### src/rtl/udcount_mod_if.sv
// Control and status bundle for one udcount_mod stage.
// The master side drives direction, enable, clear, load and ovf_clr.
// The counter is the slave and returns q, carry_out, tc and ovf.
interface udcount_mod_if #(
    parameter int WIDTH = 4
);
    logic             ud;
    logic             enable;
    logic             clear;
    logic             load;
    logic [WIDTH-1:0] d;
    logic             ovf_clr;
    logic [WIDTH-1:0] q;
    logic             carry_out;
    logic             tc;
    logic             ovf;

    modport master (
        output ud, enable, clear, load, d, ovf_clr,
        input  q, carry_out, tc, ovf
    );

    modport slave (
        input  ud, enable, clear, load, d, ovf_clr,
        output q, carry_out, tc, ovf
    );
endinterface

### src/rtl/udcount_mod.sv
// Modulo-MODULUS up/down counter with clear, clamped parallel load,
// wrap or saturate at the bounds, a combinational carry/borrow strobe
// for cascading digits, and a sticky overflow flag.
module udcount_mod #(
    parameter int              WIDTH    = 4,
    parameter longint unsigned MODULUS  = 16,
    parameter bit              SATURATE = 1'b0
) (
    input  logic          clock,
    input  logic          reset,
    udcount_mod_if.slave  bus
);
    localparam longint unsigned MOD_LIMIT = 64'd1 << WIDTH;

    // Reject widths and moduli the counter cannot represent.
    if ((WIDTH < 1) || (WIDTH > 32) || (MODULUS < 64'd2) || (MODULUS > MOD_LIMIT)) begin : g_bad_param
        $error("udcount_mod: illegal WIDTH/MODULUS combination");
    end

    // Upper bound of the count range, truncated to the counter width.
    localparam logic [WIDTH-1:0] MAX_VAL  = WIDTH'(MODULUS - 64'd1);
    localparam logic [WIDTH-1:0] ZERO_VAL = '0;
    localparam logic [WIDTH-1:0] ONE_VAL  = WIDTH'(1);

    logic [WIDTH-1:0] count_q;
    logic [WIDTH-1:0] count_d;
    logic             ovf_q;
    logic             ovf_d;
    logic             tc_s;
    logic             carry_s;

    // Terminal count and cascade strobe follow the current inputs with no latency.
    always_comb begin
        tc_s    = (bus.ud & (count_q == MAX_VAL)) | (~bus.ud & (count_q == ZERO_VAL));
        carry_s = bus.enable & tc_s & ~bus.clear & ~bus.load;
    end

    // Next count: clear, then load (clamped), then count step, else hold.
    always_comb begin
        count_d = count_q;
        if (bus.clear) begin
            count_d = ZERO_VAL;
        end else if (bus.load) begin
            // d above the top of range loads the top of range instead
            if (bus.d > MAX_VAL) begin
                count_d = MAX_VAL;
            end else begin
                count_d = bus.d;
            end
        end else if (bus.enable) begin
            if (bus.ud) begin
                if (count_q == MAX_VAL) begin
                    count_d = SATURATE ? count_q : ZERO_VAL;
                end else begin
                    count_d = count_q + ONE_VAL;
                end
            end else begin
                if (count_q == ZERO_VAL) begin
                    count_d = SATURATE ? count_q : MAX_VAL;
                end else begin
                    count_d = count_q - ONE_VAL;
                end
            end
        end else begin
            count_d = count_q;
        end
    end

    // Sticky overflow: a step taken at a bound sets it and beats ovf_clr.
    always_comb begin
        ovf_d = ovf_q;
        if (carry_s) begin
            ovf_d = 1'b1;
        end else if (bus.ovf_clr) begin
            ovf_d = 1'b0;
        end else begin
            ovf_d = ovf_q;
        end
    end

    // State registers with asynchronous active-high reset.
    always_ff @(posedge clock or posedge reset) begin
        if (reset) begin
            count_q <= ZERO_VAL;
            ovf_q   <= 1'b0;
        end else begin
            count_q <= count_d;
            ovf_q   <= ovf_d;
        end
    end

    assign bus.q         = count_q;
    assign bus.ovf       = ovf_q;
    assign bus.tc        = tc_s;
    assign bus.carry_out = carry_s;
endmodule

### src/flat_wrapper.sv
// flat-port wrapper written by rule: the top's interface ports become plain ports
module udcount_mod_flat 
#(
    parameter int              WIDTH    = 4,
    parameter longint unsigned MODULUS  = 16,
    parameter bit              SATURATE = 1'b0
)
  (clock, reset, bus_ud, bus_enable, bus_clear, bus_load, bus_d, bus_ovf_clr, bus_q, bus_carry_out, bus_tc, bus_ovf);
  udcount_mod_if #(.WIDTH(WIDTH)) bus_i ();
  input  logic clock;
  input  logic reset;
  input wire logic [$bits(bus_i.ud)-1:0] bus_ud;
  input wire logic [$bits(bus_i.enable)-1:0] bus_enable;
  input wire logic [$bits(bus_i.clear)-1:0] bus_clear;
  input wire logic [$bits(bus_i.load)-1:0] bus_load;
  input wire logic [$bits(bus_i.d)-1:0] bus_d;
  input wire logic [$bits(bus_i.ovf_clr)-1:0] bus_ovf_clr;
  output wire logic [$bits(bus_i.q)-1:0] bus_q;
  output wire logic [$bits(bus_i.carry_out)-1:0] bus_carry_out;
  output wire logic [$bits(bus_i.tc)-1:0] bus_tc;
  output wire logic [$bits(bus_i.ovf)-1:0] bus_ovf;
  assign bus_i.ud = bus_ud;
  assign bus_i.enable = bus_enable;
  assign bus_i.clear = bus_clear;
  assign bus_i.load = bus_load;
  assign bus_i.d = bus_d;
  assign bus_i.ovf_clr = bus_ovf_clr;
  assign bus_q = bus_i.q;
  assign bus_carry_out = bus_i.carry_out;
  assign bus_tc = bus_i.tc;
  assign bus_ovf = bus_i.ovf;
  udcount_mod #(.WIDTH(WIDTH), .MODULUS(MODULUS), .SATURATE(SATURATE)) u_core (.clock(clock), .reset(reset), .bus(bus_i));
endmodule
### config.mk
export PLATFORM = sky130hd
export DESIGN_NAME = udcount_mod_flat
export DESIGN_NICKNAME = d
export VERILOG_FILES = /design/src/rtl/udcount_mod_if.sv /design/src/rtl/udcount_mod.sv /design/src/flat_wrapper.sv
export SDC_FILE = /design/constraint.sdc
export NUM_CORES = 1
export LEC_CHECK = 0
export CAP_MARGIN = 20
export CORE_AREA = 2 2 39 41
export DETAILED_ROUTE_END_ITERATION = 8
export DIE_AREA = 0 0 41 43
export GPL_ROUTABILITY_DRIVEN = 0
export PLACE_DENSITY = 0.74
export SLEW_MARGIN = 20
export SYNTH_ARGS = -nofsm -noshare
export SYNTH_HDL_FRONTEND = slang
export SYNTH_SLANG_ARGS = --single-unit
### constraint.sdc
create_clock -name clock -period 3.8 [get_ports clock]
set_input_delay 0.76 -clock clock [delete_from_list [all_inputs] [get_ports clock]]
set_output_delay 0.76 -clock clock [all_outputs]
set_load 0.02 [all_outputs]
==> results of run 1 <==
## how the worst max path moves through the flow
stage	to	slack [ps]	depth (start not counted)
2_1_floorplan	bus_carry_out	1540	3
3_3_place_gp	bus_carry_out	460	4
3_5_place_dp	bus_carry_out	440	4
4_1_cts	bus_carry_out	430	4
5_1_grt	bus_carry_out	320	4
6_report	bus_carry_out	470	4
## cell families after synthesis
family          Yosys count  synth area share (%)
xor+xnor                  1                  2.08
fa+ha+maj                 2                  5.93
simple gates             14                  20.5
buf+inv                   8                  10.7
compound gates           14                  26.4
flops                     5                  29.7
mux                       2                  4.75
## cells in the mapped netlist, drive strengths merged
library cell	instances
ha	2
a211oi	1
and4	1
nor4b	1
o32ai	1
o21ai	1
a31o	1
nand2b	1
or3	2
nor3b	2
dfrtp	5
a221oi	1
nand4	1
or2	2
o21bai	1
inv	6
buf	2
mux2i	2
a21o	1
o21a	1
a21boi	1
a41oi	1
nand2	1
o311ai	1
xnor2	1
nor2	3
a21oi	2
a311oi	1
## area by class of cell
class | count | area, um2
repair buffers | 17 | 170
well taps | 16 | 20.0
fillers | 142 | 768
multi-input cells | 33 | 251
flip-flops and latches | 5 | 125
clock buffers | 4 | 26.3
inverters | 6 | 22.5
## through the flow
| step | hold WS [ps] | utilization [%] | worst slack (ps) | power, uW |
|---|---|---|---|---|
| 2_1_floorplan | 539 | - | 1540 | 98.2 |
| 3_3_place_gp | 481 | 42.6 | 465 | 123 |
| 3_5_place_dp | 487 | 42.6 | 441 | 124 |
| 4_1_cts | 503 | 44.5 | 431 | 190 |
| 5_1_grt | 516 | 44.5 | 321 | 199 |
| 6_report | 485 | 44.5 | 474 | 188 |
## worst max-delay path, cell delays in order
cell             delay [ps]
clkdlybuf4s50_1         540
nor4b_1                 460
o21a_1                  200
clkdlybuf4s50_1         610
## per-layer routing
layer | vias to the layer above | global-route usage [%] | wire length, um
met3 | 2 | 3.14 | 16
met2 | 6 | 20.6 | 530
met5 | - | 0 | 0
li1 | 209 | - | -
met1 | 185 | 14.2 | 440
met4 | 0 | 8.00 | 13
## registers in the layout, indices dropped and copies added, names as in the netlist
| signal | flops |
|---|---|
| u_core.bus.q | 4 |
| u_core.bus.ovf | 1 |
## power by group through the flow
| stage | clock network (uW) | registers, uW | logic, uW |
|---|---|---|---|
| 3_3_place_gp | 0 | 65.8 | 56.9 |
| 5_1_grt | 70.7 | 66.1 | 61.9 |
| 4_1_cts | 66.8 | 65.3 | 57.7 |
| 6_report | 65.9 | 65.4 | 56.7 |
| 2_1_floorplan | 0 | 67.7 | 30.5 |
| 3_5_place_dp | 0 | 66.3 | 57.3 |
==> summary.txt, run 1 <==
Synth
  • Syn Nets: 59
  • Synthesized area per cell: 9.17 um2
  • Synth top area share: 29.7%
  • Synth Cell Area: 422 um2
  • Sequential share of the synthesized area: 29.7%
  • Area leader, netlist: dfrtp_1
  • Synth Instances: 46
  • Number of synthesized register bits: 5
  • Synthesis Warnings: 0
  • Top cells by area, synth: dfrtp_1 (30%), ha_1 (5.9%), buf_6 (5.3%), inv_1 (5.3%), mux2i_1 (4.7%)
  • Library cells used by synthesis: 28

Worst setup path
  • Worst endpoint required time: 3040 ps
  • CP arrival: 2570 ps
  • Worst reg2reg path endpoint: u_core.bus.q[0]
  • CP endpoint kind: output port
  • Reg2reg setup slack: 2230 ps
  • FF-to-FF Start: u_core.bus.q[0]
  • Crit-path max FO: 7
  • Crit Path Category: primary input to output port
  • R2R cell count: 5
  • Setup crit start kind: primary input
  • Worst setup path startpoint: bus_ud

Power
  • Sw frac: 31.5%
  • Clock power share: 35.1%
  • Pint: 129 uW
  • PD cells: 305 mW/mm2
  • Combinational Power Share: 30.1%
  • Switching power: 59.3 uW
  • Leakage power: 0.000266 uW
  • Maximum VDD drop: 0.169 mV
  • Register share of total power: 34.8%

Place
  • Detailed Place HPWL: 807 um
  • Cells after DPL: 77
  • Buffers on Ports: 17
  • Placement Cell Area: 589 um2

Global route
  • Global-route wire length before repair: 1480 um
  • Initial antenna violation count: 0
  • Gr ovfl total: 0
  • Vias in the first global route: 346
  • Gr usage total: 12.9%
  • Largest net degree at the start of global routing: 11

Finish
  • Fin area: 616 um2
  • Layout area overhead: 46.0%
  • Number of nets in the layout: 79
  • Most frequent cells in the layout: clkdlybuf4s50_1 (17), inv_1 (6), dfrtp_1 (5), nor2_1 (3), clkbuf_4 (3)
  • N_diodes: 0
  • Share of cells above drive strength 1: 12.3%
  • Non-Filler Instances: 81
  • Most common cell after layout, fill and taps aside: clkdlybuf4s50_1

CTS
  • CTS tree: done
  • # hold bufs at CTS: 0
  • # clock sinks: 5
  • Post-cts sizing count: 0
  • Worst-skew pair later-pin latency: 250 ps
  • Buffer count from post-CTS setup fixing: 0
  • Total CTS buffers: 3
  • Clock slew seen by the registers of the worst setup and hold paths: 50 ps
  • H-tree depth: 1
  • CTS root buf: clkbuf_4
  • CTS max path bufs: 2

Route
  • Post-route antenna net violation count: 0
  • Via density: 4.96
  • Wire per inst: 12.4 um
  • First-pass DRT Iterations: 2
  • Starting DRT DRC Count: 2
  • Vias: 402
  • # DRC: 0
  • Final wirelength: 1000 um

Worst hold path
  • Hold Path Origin: u_core.bus.ovf
  • Hold Path Depth: 1
  • Worst hold-check path type: register to register
  • WHS Endpoint: u_core.bus.ovf

Floorplan
  • Initial Utilization: 30.5%
  • Die ar.: 0.00176 mm2
  • FP Rows: 14
  • Die X: 41 um
  • Core Footprint: 0.00138 mm2
  • IO Pins: 18
  • Die height: 43 um

Timing
  • Clock skew: 4.26 ps
  • Number of max-slew violations in the final report: 0
  • Crit share post-route: 87.5%
  • Final min period: 3330 ps
  • Worst-Margin Slew: 447 ps
  • Setup violators final: 0
  • Worst slew margin: 69.8%
  • Fmax: 301 MHz
  • TNS Setup: 0 ps
  • Final hold violation count: 0
  • RSZ-0062 raised after global routing: false

Job
  • Maxcap violations: 0

Run status
  • Status: completed
Power figures use the tool's default switching activity.
==> inputs of run 2 (changes only) <==
--- a/config.mk
+++ b/config.mk
@@ -11,6 +11,7 @@
 export DIE_AREA = 0 0 41 43
 export GPL_ROUTABILITY_DRIVEN = 0
 export PLACE_DENSITY = 0.74
+export SKIP_CTS_REPAIR_TIMING = 1
 export SLEW_MARGIN = 20
 export SYNTH_ARGS = -nofsm -noshare
 export SYNTH_HDL_FRONTEND = slang
==> results of run 2 <==
No change in the layout: final DEF, timing and power equal those of run 1.
==> inputs of run 3 (changes only) <==
--- a/config.mk
+++ b/config.mk
@@ -16,3 +16,4 @@
 export SYNTH_ARGS = -nofsm -noshare
 export SYNTH_HDL_FRONTEND = slang
 export SYNTH_SLANG_ARGS = --single-unit
+export TNS_END_PERCENT = 10
==> results of run 3 <==
No change in the layout: final DEF, timing and power equal those of run 1.
==> variant 1, RTL diff (flow settings as in run 3) <==
`WIDTH` is set to 4 in 3 places; all go to 5.
--- a/src/rtl/udcount_mod_if.sv
+++ b/src/rtl/udcount_mod_if.sv
@@ -4,3 +4,3 @@
 interface udcount_mod_if #(
-    parameter int WIDTH = 4
+    parameter int WIDTH = 5
 );
--- a/src/rtl/udcount_mod.sv
+++ b/src/rtl/udcount_mod.sv
@@ -4,3 +4,3 @@
 module udcount_mod #(
-    parameter int              WIDTH    = 4,
+    parameter int              WIDTH    = 5,
     parameter longint unsigned MODULUS  = 16,
--- a/src/flat_wrapper.sv
+++ b/src/flat_wrapper.sv
@@ -3,3 +3,3 @@
 #(
-    parameter int              WIDTH    = 4,
+    parameter int              WIDTH    = 5,
     parameter longint unsigned MODULUS  = 16,
Interface: changed (resized bus_d and bus_q); port bits go from 18 to 20. The function was not compared with the original's and may differ.
==> variant 1 against run 3 <==
Sequential cell count is 1 higher; routed wire length is 15% higher; design area is 14% higher; first-iteration DRC count is 100% higher; synthesized area is 14% higher; synthesized cell count is 17% higher; power is 13% higher; clock skew is 0.0019 ns lower; largest cell class unchanged; worst setup slack worse by 0.19 ns.
==> variant 1: results (changes against run 3) <==
metric	value	unit	change
synthMuxAreaShare	0.0234		was 0.0475
port_buffers	19		was 17
outcome	finished clean		unchanged
firstDrtPassIters	3		was 2
ys_seq_area_frac	0.313		was 0.297
met3_usage	0.0628		was 0.0314
use_met2	0.231		was 0.206
drtIter0Drc	4		was 2
synth_cell_types	30		was 28
path_max_fanout	6		was 7
hold_ws	0.493	ns	was 0.485 ns
hpwlAfterDp	901	microns	was 807 microns
p_leak	0.297	nW	was 0.266 nW
final.setup_skew	0.00237	ns	was 0.00426 ns
ff2ff_setup_slack	2.08	ns	was 2.23 ns
dp_cells	88		was 77
final_nets	91		was 79
max_clock_freq	0.285	GHz	was 0.301 GHz
wl_met2	523	microns	was 530 microns
syn_to_final_growth	46.4	%	was 46.0%
synth.avg_cell_area	8.90	sq um	was 9.17 sq um
grt_pass1_wl	1860	microns	was 1480 microns
use_met1	0.203		was 0.142
synthAdderAreaFrac	0.0521		was 0.0593
vias_per_cell	5.24		was 4.96
yosys-top-cells-count	dfrtp_1, inv_1, nand2_1, nor2_1, o21ai_0		was inv_1, dfrtp_1, nor2_1
syn-num-nets	68		was 59
synth_xor_area_frac	0.0547		was 0.0208
pre_cts_ws	0.277	ns	was 0.441 ns
grt_usage	0.168		was 0.129
-- variant 1: cell count changes in the layout (fill, tap and decap cells not counted), moves of 2 or more --
cell and change:
o21ai_0 +2, o31a_1 +2, nand3b_1 +2, nand2_1 +3, mux2i_1 -2, clkdlybuf4s50_1 +2
or2_2 -2, nor3_1 +2, nor3b_1 -2
-- variant 1: power breakdown --
group | leakage (nW) | total (mW) | switching (mW) | internal, mW
combinational | 0.205 | 0.0715 | 0.0320 | 0.0394
sequential | 0.0785 | 0.0759 | 0.00729 | 0.0686
clock | 0.0138 | 0.0649 | 0.0287 | 0.0361
-- variant 1: final cells by class --
type                       count  share of cell area
multi-input combinational     41               0.423
timing repair buffer          19               0.270
sequential                     6               0.214
clock buffer                   3              0.0320
inverter                       6              0.0320
tap                           16              0.0285
-- variant 1: critical path: stages --
cell	delay, ns
clkdlybuf4s50_1	0.50
or4b_4	0.54
a21oi_2	0.17
and3_4	0.19
clkdlybuf4s50_1	0.59
==> variant 2, RTL diff (settings of run 3) <==
Without the edit above. Make the reset (`reset`) synchronous in one clocked block. Comments in the files are not updated.
--- a/src/rtl/udcount_mod.sv
+++ b/src/rtl/udcount_mod.sv
@@ -81,3 +81,3 @@
     // State registers with asynchronous active-high reset.
-    always_ff @(posedge clock or posedge reset) begin
+    always_ff @(posedge clock) begin
         if (reset) begin
Formal check against the unedited RTL: differs if reset is asserted again (counterexample within 4 cycles, from zero or initial values and one cycle with reset high); with reset held inactive, the same outputs for 10 cycles.
==> variant 2 against run 3 <==
Critical path depth increased by 1; synthesized area increased by 5.3%; register-to-register slack improved by 0.04 ns; worst setup slack got worse by 0.088 ns; sequential cell count unchanged; utilization increased by 0.54 points; hold slack improved by 0.11 ns; non-clock buffer count unchanged; routed wire length decreased by 4.5%; sequential share of layout area decreased by 4.3 points; design area increased by 1.2%; first-iteration DRC count increased to 5.5 times the old value; power decreased by 11%.
==> variant 2: results (changes against run 3) <==
metric	value	unit	change
outcome	finished clean		unchanged
hp-class	flip-flop to flip-flop		unchanged
antenna_found_initial	0		unchanged
syn_to_final_growth	40.3	%	was 46.0%
vias_per_cell	5.11		was 4.96
met3_usage	0.0628		was 0.0314
wirelength	956	microns	was 1000 microns
insertion_delay	0.24	ns	
path_max_fanout	9		was 7
yosys-top-cells-area	dfxtp_1, buf_6, ha_1		was dfrtp_1, ha_1, buf_6
cts_buffers	3		unchanged
cts-root-buf	clkbuf_4		unchanged
internal_power	0.122	mW	was 0.129 mW
async_flop_share	0		was 1.00
clkTransAtPathRegs	0.04	ns	
placed_area	597	sq um	was 589 sq um
hpwlAfterDp	728	microns	was 807 microns
wl_met2	481	microns	was 530 microns
diodes	0		unchanged
grt_usage	0.133		was 0.129
vdd_drop_max	0.125	mV	was 0.169 mV
wl_met1	422	microns	was 440 microns
final.setup_skew	0.000225	ns	was 0.00426 ns
ys_seq_area_frac	0.225		was 0.297
pre_cts_ws	0.390	ns	was 0.441 ns
p_leak	0.251	nW	was 0.266 nW
vias	424		was 402
synth-main-ff-cell	dfxtp_1		was dfrtp_1
dp_cells	79		was 77
cp.arrival	2.65	ns	was 2.57 ns
yosys_warnings	0		unchanged
yosys-top-cells-count	dfxtp_1, o21ai_0, buf_6, inv_1, nand2_1		was inv_1, dfrtp_1, nor2_1
num-fill-cells	144		was 142
busiest_layer	met2		unchanged
worst_pin_slew	0.407	ns	was 0.447 ns
clock_path_buffers	2		unchanged
slowest_delay	0.63	ns	was 0.61 ns
grt_pass1_vias	361		was 346
synthCells	50		was 46
dr_wl_met3	42	microns	was 16 microns
grt_max_degree	12		was 11
port_buffers	17		unchanged
largest_reg_flops	4		unchanged
cp_slowest_cell	clkdlybuf4s50_1		unchanged
htree_num_levels	1		unchanged
final_nets	81		was 79
drive_gt1_frac	0.104		was 0.123
grt_pass1_wl	1520	microns	was 1480 microns
synth_cell_types	30		was 28
syn-num-nets	63		was 59
power	0.168	mW	was 0.188 mW
top_layer_used	met4		unchanged
firstDrtPassIters	4		was 2
use_met2	0.191		was 0.206
use_met1	0.151		was 0.142
drtIter0Drc	11		was 2
-- variant 2: cell count changes after synthesis, sizes merged, moves of 3 or more --
cell / change
dfxtp: +5
o21ai: +3
nor3: +3
dfrtp: -5
inv: -3
-- variant 2: worst paths after layout --
check,end,slack (ns),depth (start not counted),startpoint
worst min register to register,u_core.bus.ovf,0.59,2,u_core.bus.ovf
worst max-delay path,bus_carry_out,0.39,5,bus_ud
worst max register to register,u_core.bus.q[3],2.27,6,u_core.bus.q[0]
worst min-delay path,u_core.bus.ovf,0.59,2,u_core.bus.ovf
-- variant 2: kinds of logic after synthesis --
group	share of synthesized area
buffers and inverters	0.110
AOI/OAI and AO/OA	0.242
and+or+nand+nor	0.279
DFF	0.225
adders and majority gates	0.0563
muxes	0.0479
xor gates and xnor gates	0.0394
-- variant 2: layout make-up --
type | count | area share
Clock buffer | 4 | 0.0422
Inverter | 3 | 0.0181
Multi-Input combinational cell | 38 | 0.474
Sequential cell | 5 | 0.161
Tap cell | 16 | 0.0321
Timing Repair Buffer | 17 | 0.273
-- variant 2: power groups by stage --
stage / clock network [mW] / logic [mW] / registers (mW)
after floorplan: 0 / 0.0292 / 0.0609
after global placement: 0 / 0.0473 / 0.0609
after detailed placement: 0 / 0.0479 / 0.0610
after CTS: 0.0629 / 0.0482 / 0.0601
after global routing: 0.0683 / 0.0523 / 0.0606
final: 0.0602 / 0.0478 / 0.0601
-- variant 2: worst max-delay path: cells and delay by family --
family	cells	cell delay (ns)
compound gates	1	0.08
simple gates	2	0.58
buf+inv	2	1.24
